===== src/rtl/i2c_reg_config_seq.sv =====
// i2c_reg_config_seq: walks a register ROM of 3-byte entries {addr_hi, addr_lo, data}
// and issues one 3-byte write transaction per entry to the I2C master wrapper.
// Optional macro I2C_CFG_DELAY_EN: entries whose address equals DELAY_MARKER are
// not sent; instead they stall the sequence for data*SYSCLK_FREQ*1000 cycles.
module i2c_reg_config_seq #(
  parameter int          NUM_ENTRIES  = 306,
  parameter int          ROM_AW       = 10,
  parameter int          GAP_CYCLES   = 16,
  parameter int          ACK_TIMEOUT  = 4096,
  parameter int          SYSCLK_FREQ  = 100,
  parameter logic [15:0] DELAY_MARKER = 16'hFFFF
) (
  input  logic              r_sysclk,
  input  logic              r_arst,
  input  logic              i_start,
  output logic              o_busy,
  output logic              o_done,
  output logic              o_error,
  output logic [8:0]        o_entry_cnt,
  output logic [ROM_AW-1:0] o_rom_addr,
  input  logic [7:0]        i_rom_data,
  output logic              o_m_en,
  output logic              o_m_wr,
  output logic              o_m_last,
  output logic [7:0]        o_m_data,
  input  logic              i_m_ack
);

  typedef enum logic [3:0] {
    IDLE, FETCH, CHECK, SEND, STOP, GAP,
`ifdef I2C_CFG_DELAY_EN
    DELAY,
`endif
    DONE, ERR
  } state_t;

  state_t      state, state_nxt;
  logic [23:0] ent;       // current entry; the byte on the wire is always ent[23:16]
  logic [1:0]  idx;       // byte index within FETCH / SEND
  logic [31:0] cnt;       // ack timeout (up), gap and delay (down)
  logic        err_last;  // one-cycle STOP request on entering ERR

  logic last_entry, timeout;
  assign last_entry = (o_entry_cnt + 9'd1) == 9'(NUM_ENTRIES);
  assign timeout    = cnt == 32'(ACK_TIMEOUT - 1);

`ifdef I2C_CFG_DELAY_EN
  logic is_marker;
  assign is_marker = ent[23:8] == DELAY_MARKER;
`endif

  // state register
  always_ff @(posedge r_sysclk or posedge r_arst) begin
    if (r_arst) state <= IDLE;
    else        state <= state_nxt;
  end

  // next-state decode; an ack in the same cycle as the timeout wins
  always_comb begin
    state_nxt = state;
    case (state)
      IDLE, DONE, ERR: if (i_start) state_nxt = (NUM_ENTRIES == 0) ? DONE : FETCH;
      FETCH: if (idx == 2'd2) state_nxt = CHECK;
      CHECK: begin
        state_nxt = SEND;
`ifdef I2C_CFG_DELAY_EN
        if (is_marker) state_nxt = DELAY;
`endif
      end
      SEND: begin
        if (i_m_ack) begin
          if (idx == 2'd2) state_nxt = STOP;
        end else if (timeout) begin
          state_nxt = ERR;
        end
      end
      STOP: state_nxt = last_entry ? DONE : GAP;
      GAP:  if (cnt == 32'd0) state_nxt = FETCH;
`ifdef I2C_CFG_DELAY_EN
      DELAY: if (cnt == 32'd0) state_nxt = last_entry ? DONE : GAP;
`endif
      default: state_nxt = IDLE;
    endcase
  end

  // outputs decode straight from state so an async reset drops them at once
  always_comb begin
    o_busy   = !(state == IDLE || state == DONE || state == ERR);
    o_done   = state == DONE;
    o_error  = state == ERR;
    o_m_en   = state == SEND;
    o_m_wr   = 1'b0;
    o_m_last = (state == STOP) || err_last;
    o_m_data = (state == SEND) ? ent[23:16] : 8'h00;
  end

  // datapath: ROM address, entry shift register, counters
  always_ff @(posedge r_sysclk or posedge r_arst) begin
    if (r_arst) begin
      o_entry_cnt <= '0;
      o_rom_addr  <= '0;
      ent         <= '0;
      idx         <= '0;
      cnt         <= '0;
      err_last    <= 1'b0;
    end else begin
      err_last <= 1'b0;
      case (state)
        IDLE, DONE, ERR: begin
          if (i_start) begin
            o_entry_cnt <= '0;
            o_rom_addr  <= '0;
            idx         <= '0;
          end
        end
        FETCH: begin
          ent        <= {ent[15:0], i_rom_data};
          o_rom_addr <= o_rom_addr + 1'b1;
          idx        <= idx + 2'd1;
        end
        CHECK: begin
          idx <= '0;
          cnt <= '0;
`ifdef I2C_CFG_DELAY_EN
          // zero milliseconds still costs one DELAY cycle
          if (is_marker)
            cnt <= (ent[7:0] == 8'd0) ? 32'd0
                 : ({24'd0, ent[7:0]} * 32'(SYSCLK_FREQ) * 32'd1000) - 32'd1;
`endif
        end
        SEND: begin
          if (i_m_ack) begin
            ent <= {ent[15:0], 8'h00};
            idx <= idx + 2'd1;
            cnt <= '0;
          end else if (timeout) begin
            err_last <= 1'b1;
          end else begin
            cnt <= cnt + 32'd1;
          end
        end
        STOP: begin
          o_entry_cnt <= o_entry_cnt + 9'd1;
          idx         <= '0;
          cnt         <= 32'(GAP_CYCLES - 1);
        end
        GAP: if (cnt != 32'd0) cnt <= cnt - 32'd1;
`ifdef I2C_CFG_DELAY_EN
        DELAY: begin
          if (cnt == 32'd0) begin
            o_entry_cnt <= o_entry_cnt + 9'd1;
            cnt         <= 32'(GAP_CYCLES - 1);
          end else begin
            cnt <= cnt - 32'd1;
          end
        end
`endif
        default: ;
      endcase
    end
  end

endmodule


===== config.mk =====
export PLATFORM = sky130hd
export DESIGN_NAME = i2c_reg_config_seq
export DESIGN_NICKNAME = d
export VERILOG_FILES = /design/src/rtl/i2c_reg_config_seq.sv
export SDC_FILE = /design/constraint.sdc
export NUM_CORES = 1
export LEC_CHECK = 0
export BUFFER_PORTS_ARGS = -buffer_cell sky130_fd_sc_hd__buf_4
export CORE_AREA = 2 2 112 114
export DETAILED_ROUTE_END_ITERATION = 12
export DIE_AREA = 0 0 114 116
export GPL_TIMING_DRIVEN = 0
export PLACE_DENSITY_LB_ADDON = 0.08
export SLEW_MARGIN = 10
export SYNTH_ARGS = -nofsm -noshare
export SYNTH_HDL_FRONTEND = slang
export SYNTH_SLANG_ARGS = --single-unit

===== constraint.sdc =====
create_clock -name r_sysclk -period 5.1 [get_ports r_sysclk]
set_input_delay 0.765 -clock r_sysclk [delete_from_list [all_inputs] [get_ports r_sysclk]]
set_output_delay 0.765 -clock r_sysclk [all_outputs]
set_load 0.05 [all_outputs]

==> impl_metrics.csv, run 1 <==
group,metric,value,unit
clock_network,clockRootBuffer,"clkbuf_16",
yosys,synth_seq_cells,81,
grt,antenna_found_initial,0,
timing,worstMarginPinSlew,0.958,ns
die,io_pins,45,
die,initial_utilization,44.5,%
yosys,synth_top_area_share,38.2,%
timing,fin_setup_tns,0,ns
critical_path,regToRegEndpoint,"cnt[26]",
die,die_area,13200,µm²
detailed_routing,ant_nets,0,
die,core.rowCount,40,
detailed_routing,via_count,5321,
critical_path,path_class,"reg -> reg",
power_and_ir_drop,vdd_ir_drop_max,0.428,mV
yosys,yosys_warnings,0,
detailed_routing,first_iter_violations,498,
yosys,async_reset_ff_share,100,%
clock_network,post_cts_buffers,0,
final_layout,layout-drive-gt1-share,15.1,%
yosys,yosysMostFrequentCell,"dfrtp_1",
final_layout,nNetsFinal,702,
critical_path,arrival,3.51,ns
power_and_ir_drop,leakage,0.00264,µW
timing,rsz0062_at_grt,"false",
clock_network,numClockSinks,81,
timing,period_share,64.0,%
critical_path,crit_start,"cnt[1]",
detailed_routing,routedWlPerCell,19.6,µm
detailed_routing,totalWireLength,16400,µm
timing,finClkSkew,0.00948,ns
grt,grt_remaining_overflow,0,
yosys,synthCells,628,
grt,grtUsageTotal,25.9,%
die,die_y,116,µm
timing,slew_headroom,35.6,%
power_and_ir_drop,p_per_area,631,nW/µm²
clock_network,clock_latency,0.35,ns
run,maxCapViolCount,0,
timing,hold_ws,0.471,ns
final_layout,area_growth_syn_to_layout,15.9,%
critical_path,reg2reg_depth,8,
grt,grt_pass1_wl,26600,µm
yosys,synth_top_area_cell,"dfrtp_1",
grt,grt_max_degree,44,
clock_network,clockBufferDepth,2,
yosys,synth_ff_type,"dfrtp_1",
placed_design,io_buffers,43,
yosys,synth_edf_count,0,
final_layout,diodes,0,
timing,fin_crit,3.26,ns
detailed_routing,drc,0,
critical_path,cp-endpoint,"cnt[26]",
clock_network,cts_hold_buf,0,
critical_path,worstReg2RegStart,"cnt[1]",
critical_path,r2r_slack,1.84,ns
clock_network,cts_tree,"done",
status,outcome,"completed",
die,die_width,114,µm
clock_network,cts_resized,0,
hold_path,holdCritPathClass,"in -> async",
critical_path,start_kind,"flop",
yosys,yosys-top-cells-area,"dfrtp_1 38%, o21ai_0 5.8%, nand2_1 4.0%, mux2_2 3.6%, a21oi_1 3.2%",
yosys,seq_area_frac_synth,38.2,%
yosys,syn-num-nets,647,
placed_design,dp_hpwl,11200,µm
timing,drv_slew,0,
timing,setup_violations,0,
yosys,syn_area_per_cell,8.45,µm²
critical_path,crit_required,5.35,ns
clock_network,htreeDepth,3,
grt,grt_pass1_vias,5028,
critical_path,cp_max_fo,10,
yosys,yosys-top-cells-count,"81 x dfrtp_1, 61 x o21ai_0, 56 x nand2_1",
placed_design,place_congestion,0.932,
critical_path,worst_setup_path_end_kind,"flop",
die,coreArea,11900,µm²
timing,hold_viol,0,
detailed_routing,drt-pass1-iter-count,5,
clock_network,cts_buffers,9,
timing,fmax,306,MHz
yosys,syn_area,5300,µm²
yosys,ys_types,66,
clock_network,clk_pin_slew_worst_paths,0.07,ns
detailed_routing,routed_via_density,6.37,
layer usage:
| layer | vias up | share of wire, % | wire length (µm) | global-route usage (%) |
|---|---|---|---|---|
| met3 | 33 | 7.6 | 1240 | 4.81 |
| met2 | 205 | 46 | 7530 | 39.9 |
| met5 | - | 0 | 0 | 0 |
| li1 | 2493 | - | - | - |
| met4 | 0 | 2.4 | 391 | 11.5 |
| met1 | 2590 | 44 | 7230 | 35.6 |
cell families after synthesis:
logic type               synth area share [%]
other                                  0.0707
buffers and inverters                    4.95
AO/OA/AOI/OAI                            24.5
XOR/XNOR                                0.495
flip-flops                               38.2
adder cells (fa/ha/maj)                  1.65
AND/OR/NAND/NOR                          25.9
multiplexers                             4.18
worst min-delay path by stage:
stage | to | slack, ns | cells past startpoint | start
floorplan | ent[0] | 0.47 | 1 | ent[0]
global placement | ent[16] | 0.48 | 1 | ent[16]
detailed placement | ent[18] | 0.49 | 1 | ent[18]
CTS | ent[0] | 0.49 | 2 | r_arst
global route | ent[14] | 0.51 | 1 | ent[14]
finish | ent[0] | 0.47 | 2 | r_arst
critical path: stages, from the launching register on:
cell      delay [ns]
dfrtp_1         0.44
ha_1            0.28
nand4_1         0.30
nor4_1          0.15
a32o_1          0.30
a22oi_1         0.60
clkbuf_1        0.60
o21ai_0         0.24
a22o_1          0.23
metrics by stage:
stage / setup slack (ns) / util (%) / instance area [µm²] / total power, µW / cells
final: 1.84 / 51.6 / 6150 / 3880 / 835
after global placement: 1.13 / 48.8 / 5810 / 3110 / 818
after detailed placement: 1.62 / 49.0 / 5840 / 3140 / 819
after global routing: 1.75 / 51.6 / 6150 / 4130 / 835
after CTS: 1.99 / 51.6 / 6150 / 3850 / 835
after floorplan: 2.25 / - / 5300 / 2500 / 628
layout by cell type, fill, tap and decap left out, types with 6 or more instances in the layout:
| cell type | Yosys | routed |
|---|---|---|
| o21ai_0 | 61 | 61 |
| o31ai_1 | 11 | 11 |
| a32o_1 | 6 | 6 |
| buf_4 | 1 | 44 |
| a31oi_1 | 13 | 13 |
| or2_2 | 6 | 6 |
| nor4_1 | 11 | 10 |
| nand3_1 | 32 | 32 |
| nand2b_1 | 7 | 7 |
| nand2_1 | 56 | 56 |
| ha_1 | 7 | 7 |
| or4_1 | 10 | 10 |
| a21oi_1 | 34 | 34 |
| dfrtp_1 | 81 | 81 |
| buf_2 | 6 | 6 |
| inv_1 | 16 | 15 |
| nand4_1 | 9 | 9 |
| nor2_1 | 38 | 38 |
| clkbuf_16 | 0 | 9 |
| o22ai_1 | 10 | 10 |
| nor3_1 | 22 | 22 |
| mux2_2 | 17 | 17 |
| a221o_1 | 6 | 6 |
| a22o_1 | 14 | 14 |
| a22oi_1 | 6 | 6 |
| clkbuf_1 | 44 | 44 |
| and3_1 | 26 | 26 |
state kept, by name, summed over array words and instances, names as in the netlist:
signal / count
idx: 2
o_rom_addr: 10
state: 3
err_last: 1
cnt: 32
ent: 24
o_entry_cnt: 9
power by group:
part           switching [µW]  leakage (µW)  internal [µW]  total, µW
Clock                     307      0.000149            389        696
Combinational            1500       0.00140            726       2220
Sequential                141       0.00109            818        959
final cells by class:
| cell class | count | area (µm²) |
|---|---|---|
| inverters | 16 | 62.6 |
| clock buffers | 9 | 225 |
| clock inverters | 7 | 83.8 |
| repair buffers | 44 | 343 |
| flip-flops and latches | 81 | 2030 |
| plain buffers | 51 | 203 |
| multi-input cells | 480 | 3020 |
| fillers | 1156 | 5760 |
| well taps | 147 | 184 |
Power figures use the tool's default switching activity.
==> run 2: changes to the inputs <==
==> constraint.sdc (replaced) <==
create_clock -name r_sysclk -period 3.2 [get_ports r_sysclk]
set_input_delay 0.48 -clock r_sysclk [delete_from_list [all_inputs] [get_ports r_sysclk]]
set_output_delay 0.48 -clock r_sysclk [all_outputs]
set_load 0.05 [all_outputs]
==> run 2 against run 1 <==
Combinational power up 60%. Wire length grew 0.52%. Register-to-register slack worse by 1.7 ns. First-iteration DRC count grew 1.6%. Non-clock buffer count did not move. Critical path type unchanged. Highest routed layer unchanged. Global-route usage unchanged. Critical path depth up 1. Final cell count unchanged. Largest power group unchanged. Critical endpoint is now cnt[20]. Count of clock-buffer cells in the layout unchanged. Setup slack got worse by 1.7 ns. Clock skew rose by 0.0027 ns.
==> impl_metrics.csv, run 2 (synthesis gave the netlist of run 1 again) <==
group,metric,value,unit
status,outcome,"completed",
placed_design,place_congestion,0.932,
final_layout,area_growth_syn_to_layout,16.4,%
hold_path,holdCritPathClass,"in -> async",
final_layout,multi_input_area,3050,µm²
die,die_width,114,µm
final_layout,diodes,0,
timing,hold_ws,0.183,ns
timing,fin_setup_tns,0,ns
run,maxCapViolCount,0,
grt,busiest_layer,"met2",
grt,grt_max_degree,44,
critical_path,arrival,3.34,ns
clock_network,cts_buffers,9,
critical_path,cp_max_fo,9,
power_and_ir_drop,vdd_ir_drop_max,0.693,mV
power_and_ir_drop,power,6200,µW
clock_network,htreeDepth,3,
grt,grtUsageMet2,39.9,%
detailed_routing,routed_via_density,6.40,
timing,drv_slew,0,
clock_network,clock_latency,0.36,ns
die,io_pins,45,
grt,grt_pass1_wl,26600,µm
grt,grtUsageTotal,25.9,%
clock_network,clockRootBuffer,"clkbuf_16",
power_and_ir_drop,p_per_area,1000,nW/µm²
final_layout,nNetsFinal,702,
placed_design,place_ws,0.00753,ns
clock_network,clockBufferDepth,2,
clock_network,clk_pin_slew_worst_paths,0.07,ns
timing,rsz0062_at_grt,"false",
final_layout,fillers,1152,
die,core.rowCount,40,
timing,hold_viol,0,
timing,period_share,96.0,%
detailed_routing,ant_nets,0,
final_layout,layout-drive-gt1-share,15.7,%
die,coreArea,11900,µm²
power_and_ir_drop,leakage,0.00266,µW
detailed_routing,routedWlPerCell,19.7,µm
timing,finClkSkew,0.0122,ns
placed_design,io_buffers,43,
final_layout,largest-register,"cnt",
detailed_routing,first_iter_violations,506,
die,initial_utilization,44.5,%
final_layout,seq_area,2030,µm²
final_layout,largestRegisters,"cnt (32), ent (24), o_rom_addr (10)",
timing,fmax,326,MHz
critical_path,path_class,"reg -> reg",
grt,met3_usage,4.81,%
detailed_routing,drt-pass1-iter-count,5,
final_layout,final_util,51.8,%
timing,setup_violations,0,
clock_network,cts_tree,"done",
grt,antenna_found_initial,0,
detailed_routing,totalWireLength,16500,µm
die,die_area,13200,µm²
final_layout,final_cell_mix,"81 x dfrtp_1, 61 x o21ai_0, 56 x nand2_1",
critical_path,worst_setup_path_end_kind,"flop",
grt,grt_remaining_overflow,0,
grt,grt_pass1_vias,5028,
detailed_routing,drc,0,
timing,worst_slack,0.129,ns
final_layout,mostFrequentLayoutCell,"dfrtp_1",
grt,grt_util_met1,35.6,%
timing,worstMarginPinSlew,0.998,ns
placed_design,dp_hpwl,11200,µm
detailed_routing,via_count,5341,
timing,slew_headroom,33.0,%
clock_network,post_cts_buffers,0,
timing,fin_crit,3.07,ns
final_layout,largest_reg_flops,32,
die,die_y,116,µm
critical_path,start_kind,"flop",
clock_network,numClockSinks,81,
critical_path,crit_required,3.47,ns
## run 2: what timing repair did
action / in CTS / in global routing
hold buffers: 0 / 0
setup endpoints to repair: 0 / 17
gates resized for setup: 0 / 7
## run 2: worst max-delay path, cell delays in order, from the launching register on
cell and delay [ns]:
dfrtp_1 0.38, buf_2 0.17, inv_1 0.11, ha_1 0.19, or3b_2 0.52, nor3_1 0.79
nand2_1 0.25, o31ai_1 0.30, a21oi_1 0.11, a31oi_1 0.18
## run 2: path summary, 6_finish.rpt
kind	cells after the start	to	slack [ns]	from
min in group r_sysclk	2	ent[0]	0.34	i_rom_data[0]
setup / recovery	9	cnt[20]	0.13	cnt[0]
max in group asynchronous	3	cnt[10]	2.40	r_arst
setup reg to reg	9	cnt[20]	0.13	cnt[0]
hold reg to reg	1	ent[19]	0.50	ent[19]
hold / removal	2	ent[0]	0.18	r_arst
## run 2: cell type report
| type | instances | area share, % |
|---|---|---|
| inverters | 16 | 1.01 |
| flip-flops and latches | 81 | 32.8 |
| plain buffers | 51 | 3.30 |
| repair buffers | 44 | 5.55 |
| well taps | 147 | 2.98 |
| clock inverters | 7 | 1.36 |
| multi-input cells | 480 | 49.3 |
| clock buffers | 9 | 3.65 |
## run 2: power by group
group	internal, µW	switching [µW]	total [µW]
clock network	621	495	1120
logic	1170	2390	3560
registers	1300	224	1530
## run 2: layer usage
metal / up-vias / share of wire, %
met1: 2585 / 44
met5: - / 0
li1: 2490 / -
met3: 36 / 7.8
met4: 0 / 2.5
met2: 230 / 46
## run 2: stage by stage
| step | cells | area [µm²] |
|---|---|---|
| floorplan | 628 | 5300 |
| global placement | 818 | 5810 |
| detailed placement | 819 | 5840 |
| CTS | 835 | 6150 |
| global route | 835 | 6170 |
| finish | 835 | 6170 |
